## src/rtl/usb_tx_pkg.sv

```systemverilog
`default_nettype none
// ============================================================================
// Module   : usb_tx_pkg
// Brief    : Shared types and constants for the USB full-speed transmitter:
//            state encoding, line codes and CRC16 constants.
//            Optional feature macro: USB_TX_CRC16_EN.
// Revision : 1.0 - initial release
// ============================================================================
package usb_tx_pkg;

   // Transmitter phases; ST_CRC is only reachable when the CRC16 option is built in
   typedef enum logic [2:0] {
      ST_IDLE    = 3'd0,
      ST_SYNC    = 3'd1,
      ST_DATA    = 3'd2,
      ST_CRC     = 3'd3,
      ST_EOP_SE0 = 3'd4,
      ST_EOP_J   = 3'd5
   } tx_state_t;

   // Line codes as {d_plus, d_minus}
   localparam logic [1:0] LINE_J   = 2'b10;
   localparam logic [1:0] LINE_K   = 2'b01;
   localparam logic [1:0] LINE_SE0 = 2'b00;

   // USB data CRC: x^16 + x^15 + x^2 + 1, preset to all ones
   localparam logic [15:0] CRC16_POLY = 16'h8005;
   localparam logic [15:0] CRC16_INIT = 16'hFFFF;

   // Bit-reverse a 16-bit word; lets the CRC run LSB-first as a right shift
   function automatic logic [15:0] reflect16(input logic [15:0] v);
      logic [15:0] r;
      for (int i = 0; i < 16; i++) begin
         r[i] = v[15 - i];
      end
      return r;
   endfunction

endpackage
`default_nettype wire

```

## src/rtl/usb_crc16.sv

```systemverilog
`default_nettype none
// ============================================================================
// Module   : usb_crc16
// Brief    : Bit-serial USB CRC16 over data bits presented LSB-first.
//            crc_out bit 0 (complemented) is the first CRC bit on the wire.
//            Used only when USB_TX_CRC16_EN is defined.
// Revision : 1.0 - initial release
// ============================================================================
module usb_crc16
   import usb_tx_pkg::*;
(
   input  logic        clk,
   input  logic        n_rst,
   input  logic        clear,
   input  logic        enable,
   input  logic        bit_in,
   output logic [15:0] crc_out
);

   localparam logic [15:0] c_poly_refl = reflect16(CRC16_POLY);

   logic [15:0] r_crc;

   // Preset on reset or packet start, otherwise fold in one data bit per enable
   always_ff @(posedge clk) begin
      if (!n_rst || clear) begin
         r_crc <= CRC16_INIT;
      end else if (enable) begin
         r_crc <= (r_crc >> 1) ^ ((r_crc[0] ^ bit_in) ? c_poly_refl : 16'h0000);
      end
   end

   assign crc_out = r_crc;

endmodule
`default_nettype wire

```

## src/rtl/usb_tx_serializer.sv

```systemverilog
`default_nettype none
// ============================================================================
// Module   : usb_tx_serializer
// Brief    : Full-speed USB line transmitter. Byte valid/ready input with a
//            one-byte holding register; emits SYNC, LSB-first bit-stuffed
//            NRZI data and an SE0/J end-of-packet on d_plus/d_minus.
//            Optional feature macro: USB_TX_CRC16_EN (append data CRC16).
// Revision : 1.0 - initial release
// ============================================================================
module usb_tx_serializer
   import usb_tx_pkg::*;
#(
   parameter int         CLKS_PER_BIT = 8,
   parameter logic [7:0] SYNC_PATTERN = 8'h80,
   parameter int         STUFF_LIMIT  = 6,
   parameter int         EOP_SE0_BITS = 2
) (
   input  logic       clk,
   input  logic       n_rst,
   input  logic [7:0] tx_data,
   input  logic       tx_valid,
   input  logic       tx_last,
   output logic       tx_ready,
   output logic       d_plus,
   output logic       d_minus,
   output logic       busy,
   output logic       underrun
);

   localparam int c_tw = $clog2(CLKS_PER_BIT);
   localparam int c_sw = $clog2(STUFF_LIMIT + 1);
   localparam int c_ew = $clog2(EOP_SE0_BITS + 1);
`ifdef USB_TX_CRC16_EN
   localparam int c_bw = 4;   // bit index also walks the 16 CRC bits
`else
   localparam int c_bw = 3;
`endif

   tx_state_t        r_state, w_state_n;
   logic [c_tw-1:0]  r_timer, w_timer_n;
   logic [c_bw-1:0]  r_bitcnt, w_bitcnt_n, w_nidx, w_last_idx;
   logic [7:0]       r_shift, w_shift_n;
   logic             r_cur_last, w_last_n;
   logic [c_sw-1:0]  r_stuff, w_stuff_n;
   logic [c_ew-1:0]  r_eopcnt, w_eopcnt_n;
   logic             r_nrzi, w_nrzi_n;      // 1 = J, 0 = K
   logic             r_se0, w_se0_n;
   logic             r_underrun, w_underrun;
   logic [7:0]       r_hold;
   logic             r_hold_last, r_full;
   logic             w_bnd, w_drain, w_send, w_bit, w_nbit, w_eop;

`ifdef USB_TX_CRC16_EN
   logic             w_crc_clr, w_crc_en;
   logic [15:0]      w_crc;

   usb_crc16 u_crc16 (
      .clk     (clk),
      .n_rst   (n_rst),
      .clear   (w_crc_clr),
      .enable  (w_crc_en),
      .bit_in  (w_bit),
      .crc_out (w_crc)
   );
`endif

   assign w_bnd    = (r_timer == c_tw'(CLKS_PER_BIT - 1));
   assign w_nidx   = r_bitcnt + c_bw'(1);
   assign tx_ready = !r_full;
   assign busy     = (r_state != ST_IDLE);
   assign underrun = r_underrun;
   assign {d_plus, d_minus} = r_se0 ? LINE_SE0 : (r_nrzi ? LINE_J : LINE_K);

   // Select the next unstuffed bit of the current field and its final index
   always_comb begin
      w_nbit     = 1'b0;
      w_last_idx = c_bw'(7);
      case (r_state)
         ST_SYNC: w_nbit = SYNC_PATTERN[w_nidx[2:0]];
         ST_DATA: w_nbit = r_shift[w_nidx[2:0]];
`ifdef USB_TX_CRC16_EN
         ST_CRC: begin
            w_nbit     = ~w_crc[w_nidx];
            w_last_idx = c_bw'(15);
         end
`endif
         default: w_nbit = 1'b0;
      endcase
   end

   // Next-state logic: decide the symbol for the coming bit period at each boundary
   always_comb begin
      w_state_n  = r_state;
      w_timer_n  = w_bnd ? '0 : r_timer + c_tw'(1);
      w_bitcnt_n = r_bitcnt;
      w_shift_n  = r_shift;
      w_last_n   = r_cur_last;
      w_stuff_n  = r_stuff;
      w_eopcnt_n = r_eopcnt;
      w_nrzi_n   = r_nrzi;
      w_se0_n    = r_se0;
      w_underrun = 1'b0;
      w_drain    = 1'b0;
      w_send     = 1'b0;
      w_bit      = 1'b0;
      w_eop      = 1'b0;
`ifdef USB_TX_CRC16_EN
      w_crc_clr  = 1'b0;
      w_crc_en   = 1'b0;
`endif
      case (r_state)
         ST_IDLE: begin
            w_timer_n = '0;
            if (r_full) begin
               w_state_n  = ST_SYNC;
               w_bitcnt_n = '0;
               w_send     = 1'b1;
               w_bit      = SYNC_PATTERN[0];
`ifdef USB_TX_CRC16_EN
               w_crc_clr  = 1'b1;
`endif
            end
         end
         ST_SYNC, ST_DATA
`ifdef USB_TX_CRC16_EN
         , ST_CRC
`endif
         : begin
            if (w_bnd) begin
               if (r_stuff == c_sw'(STUFF_LIMIT)) begin
                  // Stuffed zero: the bit pointer stalls for one period
                  w_send = 1'b1;
                  w_bit  = 1'b0;
               end else if (r_bitcnt != w_last_idx) begin
                  w_bitcnt_n = w_nidx;
                  w_send     = 1'b1;
                  w_bit      = w_nbit;
`ifdef USB_TX_CRC16_EN
                  w_crc_en   = (r_state == ST_DATA);
`endif
               end else if (r_state == ST_SYNC ||
                            (r_state == ST_DATA && !r_cur_last && r_full)) begin
                  // Byte boundary with a byte waiting: drain the holding register
                  w_state_n  = ST_DATA;
                  w_bitcnt_n = '0;
                  w_shift_n  = r_hold;
                  w_last_n   = r_hold_last;
                  w_drain    = 1'b1;
                  w_send     = 1'b1;
                  w_bit      = r_hold[0];
`ifdef USB_TX_CRC16_EN
                  w_crc_en   = 1'b1;
`endif
               end else if (r_state == ST_DATA && r_cur_last) begin
`ifdef USB_TX_CRC16_EN
                  w_state_n  = ST_CRC;
                  w_bitcnt_n = '0;
                  w_send     = 1'b1;
                  w_bit      = ~w_crc[0];
`else
                  w_eop      = 1'b1;
`endif
               end else begin
                  // CRC done, or data ran dry without a last byte (truncation)
                  w_underrun = (r_state == ST_DATA);
                  w_eop      = 1'b1;
               end
            end
         end
         ST_EOP_SE0: begin
            if (w_bnd) begin
               if (r_eopcnt == c_ew'(EOP_SE0_BITS - 1)) begin
                  w_state_n = ST_EOP_J;
                  w_se0_n   = 1'b0;
                  w_nrzi_n  = 1'b1;
               end else begin
                  w_eopcnt_n = r_eopcnt + c_ew'(1);
               end
            end
         end
         ST_EOP_J: begin
            if (w_bnd) begin
               w_state_n = ST_IDLE;
            end
         end
         default: w_state_n = ST_IDLE;
      endcase

      if (w_eop) begin
         w_state_n  = ST_EOP_SE0;
         w_se0_n    = 1'b1;
         w_eopcnt_n = '0;
         w_stuff_n  = '0;
      end

      // NRZI: a zero toggles the line, a one holds it and extends the run of ones
      if (w_send) begin
         w_se0_n = 1'b0;
         if (w_bit) begin
            w_stuff_n = r_stuff + c_sw'(1);
         end else begin
            w_stuff_n = '0;
            w_nrzi_n  = !r_nrzi;
         end
      end
   end

   // Serializer state, bit timer and line registers
   always_ff @(posedge clk) begin
      if (!n_rst) begin
         r_state    <= ST_IDLE;
         r_timer    <= '0;
         r_bitcnt   <= '0;
         r_shift    <= '0;
         r_cur_last <= 1'b0;
         r_stuff    <= '0;
         r_eopcnt   <= '0;
         r_nrzi     <= 1'b1;
         r_se0      <= 1'b0;
         r_underrun <= 1'b0;
      end else begin
         r_state    <= w_state_n;
         r_timer    <= w_timer_n;
         r_bitcnt   <= w_bitcnt_n;
         r_shift    <= w_shift_n;
         r_cur_last <= w_last_n;
         r_stuff    <= w_stuff_n;
         r_eopcnt   <= w_eopcnt_n;
         r_nrzi     <= w_nrzi_n;
         r_se0      <= w_se0_n;
         r_underrun <= w_underrun;
      end
   end

   // Holding register: a drain empties it; a load is only possible while empty
   always_ff @(posedge clk) begin
      if (!n_rst) begin
         r_full      <= 1'b0;
         r_hold      <= '0;
         r_hold_last <= 1'b0;
      end else if (w_drain) begin
         r_full <= 1'b0;
      end else if (tx_valid && !r_full) begin
         r_full      <= 1'b1;
         r_hold      <= tx_data;
         r_hold_last <= tx_last;
      end
   end

endmodule
`default_nettype wire

```

## config.mk

```make
export PLATFORM = sky130hd
export DESIGN_NAME = usb_tx_serializer
export DESIGN_NICKNAME = d
export VERILOG_FILES = /design/src/rtl/usb_tx_pkg.sv /design/src/rtl/usb_crc16.sv /design/src/rtl/usb_tx_serializer.sv
export SDC_FILE = /design/constraint.sdc
export NUM_CORES = 1
export LEC_CHECK = 0
export ABC_AREA = 0
export CAP_MARGIN = 20
export CORE_UTILIZATION = 55
export CTS_CLUSTER_DIAMETER = 30
export DETAILED_ROUTE_END_ITERATION = 12
export DONT_BUFFER_PORTS = 1
export HOLD_SLACK_MARGIN = 0.12
export PLACE_DENSITY_LB_ADDON = 0.25
export SYNTH_ARGS = -nofsm -noshare
export SYNTH_HDL_FRONTEND = slang
export SYNTH_SLANG_ARGS = --single-unit
export TNS_END_PERCENT = 5
```

## constraint.sdc

```tcl
create_clock -name clk -period 2.9 [get_ports clk]
set_input_delay 0.725 -clock clk [delete_from_list [all_inputs] [get_ports clk]]
set_output_delay 0.725 -clock clk [all_outputs]
set_load 0.05 [all_outputs]
```

* Word-level counts from Yosys, hierarchy flattened *
Memory sizes are Yosys's and may differ from the RTL's.
Index checks and enable logic that the tools add are counted.

cells by class
  bitwise logic cells = 7
  add/subtract/negate cells = 4
  equal/unequal tests = 25
  reductions and logical operators = 28
  mux-type cells = 54
  order comparisons = 1

operators with widths
  operator             number
  $mux 3               17
  $mux 1               30
  $ne 3x3->1 const B   10
  $ne 2x2->1 const B   8
  $reduce_and 8->1     2
  $eq 3x3->1 const B   4
  $pmux 3 s4           1
  $reduce_and 5->1     2
  $reduce_bool 2->1    5
  $add 3x1->3 const B  3
  $reduce_or 2->1      4
  $not 1->1            7
  $reduce_or 7->1      1
  $pmux 3 s2           1
  $reduce_and 3->1     2
  $logic_and 1x1->1    4
  $lt 3x4->1 const B   1
  $mux 2               2
  $pmux 1 s2           2
  $bmux 1 s3           1
  $eq 3x1->1 const B   1
  $eq 3x2->1 const B   1
  $logic_not 1->1      3
  $logic_not 3->1      1
  6 further kinds      6

storage, ports and cells
  bits in read-only memories = 8
  output and inout port bits = 5
  bits in registers = 36
  memories = 1

memories
  name              words  bits a word  read ports  clocked after memory_dff  wr ports  RTL line                 text
  (name not given)  8      1            1           0                         0         usb_tx_serializer.sv:79  ST_SYNC: w_nbit = SYNC_PATTERN[w_nidx[2:0]];

* Depth between registers and ports, before layout *
Gate-level depths: netlist of run 1.

  word-level depth = 11
  gate-level depth with buffers = 9
  gate-level depth less buffers = 7

* Worst setup path after synthesis of run 1 *
No wires, ideal clock.

  path kind = register to register
  from = register r_timer[0]
  to = register r_nrzi
  data required time = 2.779 ns
  library setup time = 0.121 ns
  cell stages (with the launch flop) = 9
  setup slack = 0.815 ns
  arrival time = 1.964 ns
  cells stage by stage = dfxtp_1 ha_1 ha_1 buf_6 a21bo_1 or3_4 nor4_4 a211oi_2 mux2_4

between the ends
  longest elaborated chain between the ends = 5

RTL lines
  what                       RTL line                                            text
  start, declared            usb_tx_serializer.sv:40                             logic [c_tw-1:0] r_timer, w_timer_n;
  start signal, assigned     usb_tx_serializer.sv:223                            r_timer <= w_timer_n;
  $eq 3x3->1 *               usb_tx_serializer.sv:67                             assign w_bnd = (r_timer == c_tw'(CLKS_PER_BIT - 1));
  $mux 1 (on tied branches)  usb_tx_serializer.sv:171, usb_tx_serializer.sv:129
  $mux 1 (on tied branches)  -
  $mux 1                     usb_tx_serializer.sv:199                            if (w_bit) begin
  $mux 1 *                   usb_tx_serializer.sv:197                            if (w_send) begin
  end signal, assigned       usb_tx_serializer.sv:229                            r_nrzi <= w_nrzi_n;
  end, declared              usb_tx_serializer.sv:46                             logic r_nrzi, w_nrzi_n;

Mark *: on every way between the ends. The rest lies on a longest branch, timed or not.
A chain may end at the register's enable or synchronous reset.

* Worst setup path after layout of run 1 *
  from = register r_timer[0]
  to = register r_hold[3]

between the ends
  longest elaborated chain between the ends = 5

RTL lines
  what                        RTL line                  text
  $eq 3x3->1                  usb_tx_serializer.sv:67
  $mux 1                      usb_tx_serializer.sv:129  if (w_bnd) begin
  $mux 1                      usb_tx_serializer.sv:111  case (r_state)
  $not 1->1 (no line)         -
  $reduce_and 2->1 (no line)  -
  end signal, assigned        usb_tx_serializer.sv:245  r_hold <= tx_data;
  end, declared               usb_tx_serializer.sv:49   logic [7:0] r_hold;

No other way between the ends.

==> impl_metrics.csv, run 1 <==
group,metric,value,unit
routing,wl,3.32,mm
setup_path,path_cells,"ha_1 -> ha_1 -> a21boi_0 -> nand3_2 -> o211ai_1 -> buf_4 -> mux2i_1 -> nor2b_1",
global_routing,grtUsageTotal,0.214,
sta,min_period_over_period,0.789,
sta,finalSetupTns,0,ns
global_routing,grt-ovfl-total,0,
routing,wl_per_cell,14.2,µm
sta,tightest_slew,0.879,ns
clock_tree,cts_tree,"built",
synth,ys_types,46,
pwr,p_int,660,µW
clock_tree,cts_hold_buffers,0,
hold_path,hold_path_end,"r_timer[0]",
sta,report.final.slew_viol_count,0,
setup_path,rrSetupSlack,0.61,ns
setup_path,cp_data_required_time,3.15,ns
sta,clock.fmax,437,MHz
synth,synthCells,189,
setup_path,r2r_start,"r_timer[0]",
synth,synth_seq_cells,36,
pwr,ir_drop,0.000271,V
setup_path,cp_max_fo,9,
setup_path,crit_top_cell,"ha_1",
setup_path,critPathTopFamily,"compound AO/OA/AOI/OAI gates",
pwr,share_comb_of_total_power,0.094,
synth,synth_edf_count,0,
synth,syn_area_per_cell,9.64,µm²
hold_path,holdPathStages,1,
global_routing,antenna_found_initial,0,
die,die_area,3550,µm²
die,fp.dieW,59.6,µm
routing,drt-initial-drc-count,67,
place,dp_hpwl,2.37,mm
synth,yosysSeqAreaShare,0.396,
layout,area_delta_synth_final,4.46,%
clock_tree,cts.path.max_buffers,2,
sta,setup_viol,0,
clock_tree,cts_resized,0,
clock_tree,clock_sinks,36,
clock_tree,cts_root_buf,"clkbuf_4",
setup_path,criticalPathCategory,"reg -> reg",
layout,antenna-diode-count,0,
pwr,p_seq_frac,0.586,
global_routing,grt_pass1_vias,1285,
setup_path,timing.rr.end,"r_hold[3]",
setup_path,worst_path_largest_cell_delay,0.40,ns
place,place_congestion,0.900,
die,rows,20,
hold_path,min_path_type,"reg -> reg",
run,drv_cap,0,
pwr,powerDensity,464,nW/µm²
routing,ant_nets,0,
sta,hold_viol,0,
pwr,p_sw,224,µW
clock_tree,cts_buffers,5,
setup_path,worstSetupEndpointType,"flop",
sta,period_needed,2.29,ns
hold_path,min-delay-start,"r_timer[0]",
die,start_util,0.587,
die,die_y,59.6,µm
routing,dr.pass1.iters,4,
clock_tree,clk_pin_slew,0.10,ns
setup_path,crit_slowest_cell,"a21boi_0",
synth,synth_nets,209,
routing,viasPerCell,5.56,
setup_path,critPathLaunchType,"flop",
clock_tree,clk_latency,0.35,ns
pwr,clockPowerShare,0.320,
die,io_pins,17,
synth,yosysWarningCount,0,
sta,relSlewSlack,0.412,
sta,skew,0.00886,ns
place,portBuffers,0,
layout,fin_nets,209,
setup_path,cp_num_buf_inv,1,
global_routing,grt_pass1_wl,5.62,mm
sta,worst_hold_slack,0.432,ns
setup_path,reg2reg_depth,8,
clock_tree,htreeDepth,2,
pwr,leakagePower,0.694,nW
die,core_area,3100,µm²
synth,synth-main-ff-cell,"dfxtp_1",
setup_path,arrival,2.53,ns
routing,remaining_drc_errors,0,
clock_tree,cts_setup_buffers,0,
status,outcome,"finished, final reports clean",
layout,fillCellCount,278,
layout,drive_gt1_frac,0.105,
synth,synth_area,1820,µm²
global_routing,grt_start_max_net_pins,36,
sta,rsz0062_at_grt,"false",
synth,async_flop_share,0,
routing,via_count,1300,
pwr,swShare,0.253,
[logic make-up after synthesis]
| family | share of synthesized area |
|---|---|
| flip-flops | 0.396 |
| XOR/XNOR | 0.0144 |
| adder cells (fa/ha/maj) | 0.0549 |
| AND/OR/NAND/NOR | 0.242 |
| AO/OA/AOI/OAI | 0.105 |
| multiplexers | 0.148 |
| buffers and inverters | 0.0405 |
[worst register-to-register path, cell delays in order, from the launching register on]
cell	delay (ns)
dfxtp_1	0.34
ha_1	0.15
ha_1	0.32
a21boi_0	0.40
nand3_2	0.24
o211ai_1	0.23
buf_4	0.24
mux2i_1	0.21
nor2b_1	0.07
[placed cells by master (no fill, tap or decap), drive strengths merged, types with 2 or more instances in the layout]
cell | Yosys | layout
dfxtp | 36 | 36
nor2b | 23 | 23
mux2i | 22 | 22
nand2 | 12 | 12
nor2 | 11 | 11
ha | 8 | 8
o21ai | 8 | 8
clkbuf | 5 | 8
inv | 7 | 7
nand3 | 6 | 6
nor3 | 4 | 4
mux2 | 4 | 4
a21oi | 3 | 3
o2bb2ai | 3 | 3
nand3b | 3 | 3
a211oi | 3 | 3
a21boi | 2 | 2
xnor2 | 2 | 2
o211ai | 2 | 2
nand4 | 2 | 2
and2 | 2 | 2
buf | 4 | 2
nor4 | 2 | 2
[per-stage QoR]
step           std cells  power (mW)  cell area (µm²)  setup slack [ns]  utilization
2_1_floorplan        189       0.602             1820             0.815            -
3_3_place_gp         226       0.609             1840             0.681        0.594
3_5_place_dp         226       0.612             1840             0.639        0.594
4_1_cts              234       0.886             1900             0.628        0.613
5_1_grt              234       0.917             1900             0.383        0.613
6_report             234       0.884             1900             0.613        0.613
[power by group through the flow]
stage                     sequential [mW]  clock, mW  combinational [mW]
after CTS                           0.517      0.285              0.0833
after global placement              0.528          0              0.0809
after global routing                0.519      0.307              0.0902
final                               0.518      0.283              0.0829
after detailed placement            0.529          0              0.0829
after floorplan                     0.523          0              0.0791
[synthesized netlist by cell type (2+ instances only)]
cell type,number,share of area
dfxtp_1,36,0.40
nor3_1,4,0.011
mux2i_1,22,0.12
o21ai_1,3,0.0082
inv_1,7,0.014
and2_1,2,0.0069
nand3b_1,3,0.012
nand3_1,5,0.014
ha_1,8,0.055
xnor2_1,2,0.0096
nor2_1,10,0.021
mux2_2,3,0.019
o211ai_1,2,0.0082
nand2_1,12,0.025
nand4_1,2,0.0069
nor2b_1,23,0.079
a21oi_1,3,0.0082
buf_2,2,0.0055
a21boi_0,2,0.0082
a211oi_1,2,0.0082
clkbuf_1,5,0.010
o2bb2ai_1,3,0.014
o21ai_0,5,0.014
[worst max path at each step]
stage / depth (start not counted) / to / slack [ns] / startpoint
finish: 8 / r_hold[3] / 0.61 / r_timer[0]
global route: 8 / r_hold[3] / 0.38 / r_timer[0]
CTS: 8 / r_hold[1] / 0.63 / r_timer[0]
detailed placement: 8 / r_hold[6] / 0.64 / r_timer[0]
global placement: 7 / r_nrzi / 0.68 / r_timer[0]
floorplan: 8 / r_nrzi / 0.81 / r_timer[0]
[flip-flops by register name, summed over array words and instances, names as in the netlist]
name,count
r_bitcnt,3
r_cur_last,1
r_eopcnt,2
r_full,1
r_hold,8
r_hold_last,1
r_nrzi,1
r_se0,1
r_shift,8
r_state,3
r_stuff,3
r_timer,3
underrun,1
[cell type report]
cell class	instances	area, µm²	area share
Timing Repair Buffer	2	15.0	0.00789
Inverter	7	26.3	0.0138
Sequential cell	36	721	0.379
Clock buffer	8	58.8	0.0309
Multi-Input combinational cell	137	1030	0.540
Tap cell	44	55.1	0.0289
[layer usage]
| layer | vias to the layer above | part of all wire | track usage |
|---|---|---|---|
| li1 | 669 | - | - |
| met1 | 593 | 0.48 | 0.254 |
| met2 | 31 | 0.45 | 0.358 |
| met3 | 7 | 0.050 | 0.0699 |
| met4 | 0 | 0.018 | 0.0797 |
| met5 | - | 0 | 0 |
No activity file was read; power rests on OpenSTA's default activity.
==> run 2, diff against run 1 <==
==> constraint.sdc (replaced) <==
create_clock -name clk -period 2 [get_ports clk]
set_input_delay 0.5 -clock clk [delete_from_list [all_inputs] [get_ports clk]]
set_output_delay 0.5 -clock clk [all_outputs]
set_load 0.05 [all_outputs]
==> impl_metrics.csv, run 2 (synthesized netlist as in run 1, its figures left out) <==
group,metric,value,unit
clock_tree,clock_sinks,36,
global_routing,grt-ovfl-total,0,
setup_path,path_cells,"inv_1 -> ha_1 -> o311ai_2 -> buf_4 -> nor4_4 -> a211oi_2 -> mux2_4",
setup_path,arrival,2.26,ns
sta,setup_viol,0,
pwr,share_comb_of_total_power,0.109,
setup_path,cp_data_required_time,2.26,ns
die,die_area,3550,µm²
pwr,p_int,935,µW
sta,relSlewSlack,0.685,
clock_tree,cts.path.max_buffers,2,
setup_path,criticalPathCategory,"reg -> reg",
clock_tree,clk_pin_slew,0.12,ns
sta,worst_hold_slack,0.257,ns
setup_path,critPathTopFamily,"compound AO/OA/AOI/OAI gates",
pwr,leakagePower,0.768,nW
layout,mostFrequentLayoutCells,"31 x dfxtp_1, 23 x nor2b_1, 22 x mux2i_1",
die,io_pins,17,
die,core_area,3100,µm²
pwr,clockPowerShare,0.314,
pwr,p_seq_frac,0.577,
place,dp_hpwl,2.81,mm
place,dp_cells,241,
clock_tree,cts_buffers,5,
routing,via_count,1447,
layout,layout_commonest_cell,"dfxtp_1",
clock_tree,htreeDepth,2,
clock_tree,cts_hold_buffers,0,
pwr,swShare,0.282,
setup_path,critPathLaunchType,"flop",
layout,fin_nets,224,
routing,wl,3.98,mm
clock_tree,clk_latency,0.36,ns
clock_tree,cts_root_buf,"clkbuf_4",
sta,timing.final.ws_setup,0.00522,ns
routing,wl_per_cell,16.0,µm
pwr,ir_drop,0.000434,V
die,start_util,0.587,
pwr,powerDensity,614,nW/µm²
layout,reg.largest.list,"r_hold (8), r_shift (8)",
sta,skew,0.0124,ns
layout,area_delta_synth_final,16.5,%
layout,antenna-diode-count,0,
sta,min_period_over_period,0.997,
global_routing,grt_pass1_vias,1474,
pwr,power,1.30,mW
routing,dr.pass1.iters,4,
die,die_y,59.6,µm
routing,viasPerCell,5.81,
sta,period_needed,1.99,ns
die,rows,20,
place,pre_cts_ws,-0.137,ns
status,outcome,"finished, final reports clean",
setup_path,worstSetupEndpointType,"flop",
clock_tree,cts_tree,"built",
routing,ant_nets,0,
layout,fin_cells,249,
setup_path,rrSetupSlack,0.005,ns
sta,rsz0062_at_grt,"true",
place,place_congestion,0.919,
layout,fillCellCount,256,
routing,drt-initial-drc-count,102,
setup_path,cp_num_buf_inv,2,
sta,clock.fmax,501,MHz
hold_path,min_path_type,"in -> reg",
sta,hold_viol,0,
clock_tree,cts_setup_buffers,0,
run,drv_cap,0,
die,fp.dieW,59.6,µm
global_routing,grt_start_max_net_pins,36,
pwr,p_sw,368,µW
sta,report.final.slew_viol_count,0,
sta,finalSetupTns,0,ns
global_routing,antenna_found_initial,0,
global_routing,grt_pass1_wl,6.57,mm
sta,tightest_slew,0.472,ns
layout,drive_gt1_frac,0.254,
setup_path,cp_max_fo,5,
place,portBuffers,0,
global_routing,grtUsageTotal,0.256,
routing,remaining_drc_errors,0,
setup_path,worst_path_largest_cell_delay,0.40,ns
setup_path,crit_slowest_cell,"dfxtp_4",
-- run 2: changes by cell type in the layout (fill, tap and decap cells not counted), moves of 4 or more --
cell,previous run,this run
dfxtp_2,0,4
ha_1,8,4
ha_4,0,4
buf_4,2,16
dfxtp_1,36,31
-- run 2: path summary, 6_finish.rpt --
path,end,cells after the start,from
setup / recovery,r_nrzi,7,r_bitcnt[0]
hold / removal,r_bitcnt[0],2,n_rst
setup reg to reg,r_nrzi,7,r_bitcnt[0]
hold reg to reg,r_timer[0],1,r_timer[0]
-- run 2: area by class of cell --
class / count / area [µm²] / area share
Clock inverter: 3 / 23.8 / 0.0112
Timing Repair Buffer: 17 / 140 / 0.0660
Multi-Input combinational cell: 137 / 1110 / 0.523
Inverter: 7 / 26.3 / 0.0124
Tap cell: 44 / 55.1 / 0.0259
Clock buffer: 5 / 37.5 / 0.0177
Sequential cell: 36 / 729 / 0.344
-- run 2: timing repair --
item                       in CTS  in global routing
setup endpoints to repair      14                 14
pin swaps                       1                  5
gates resized for setup         4                 13
-- run 2: metal layers --
layer | global-route usage | vias up | wire length [µm]
met5 | 0 | - | 0
met2 | 0.449 | 47 | 2020
li1 | - | 691 | -
met3 | 0.0590 | 13 | 181
met1 | 0.289 | 696 | 1670
met4 | 0.130 | 0 | 106
-- run 2: power groups by stage --
stage               combinational (mW)  clock [mW]  sequential (mW)
finish                           0.142       0.410            0.751
detailed placement               0.138           0            0.766
CTS                              0.138       0.418            0.751
floorplan                        0.115           0            0.759
global placement                 0.132           0            0.764
global route                     0.151       0.453            0.755
-- run 2: through the flow --
stage | utilization | instance area (µm²)
4_1_cts | 0.663 | 2060
3_3_place_gp | 0.640 | 1990
5_1_grt | 0.684 | 2120
6_report | 0.684 | 2120
2_1_floorplan | - | 1840
3_5_place_dp | 0.640 | 1990
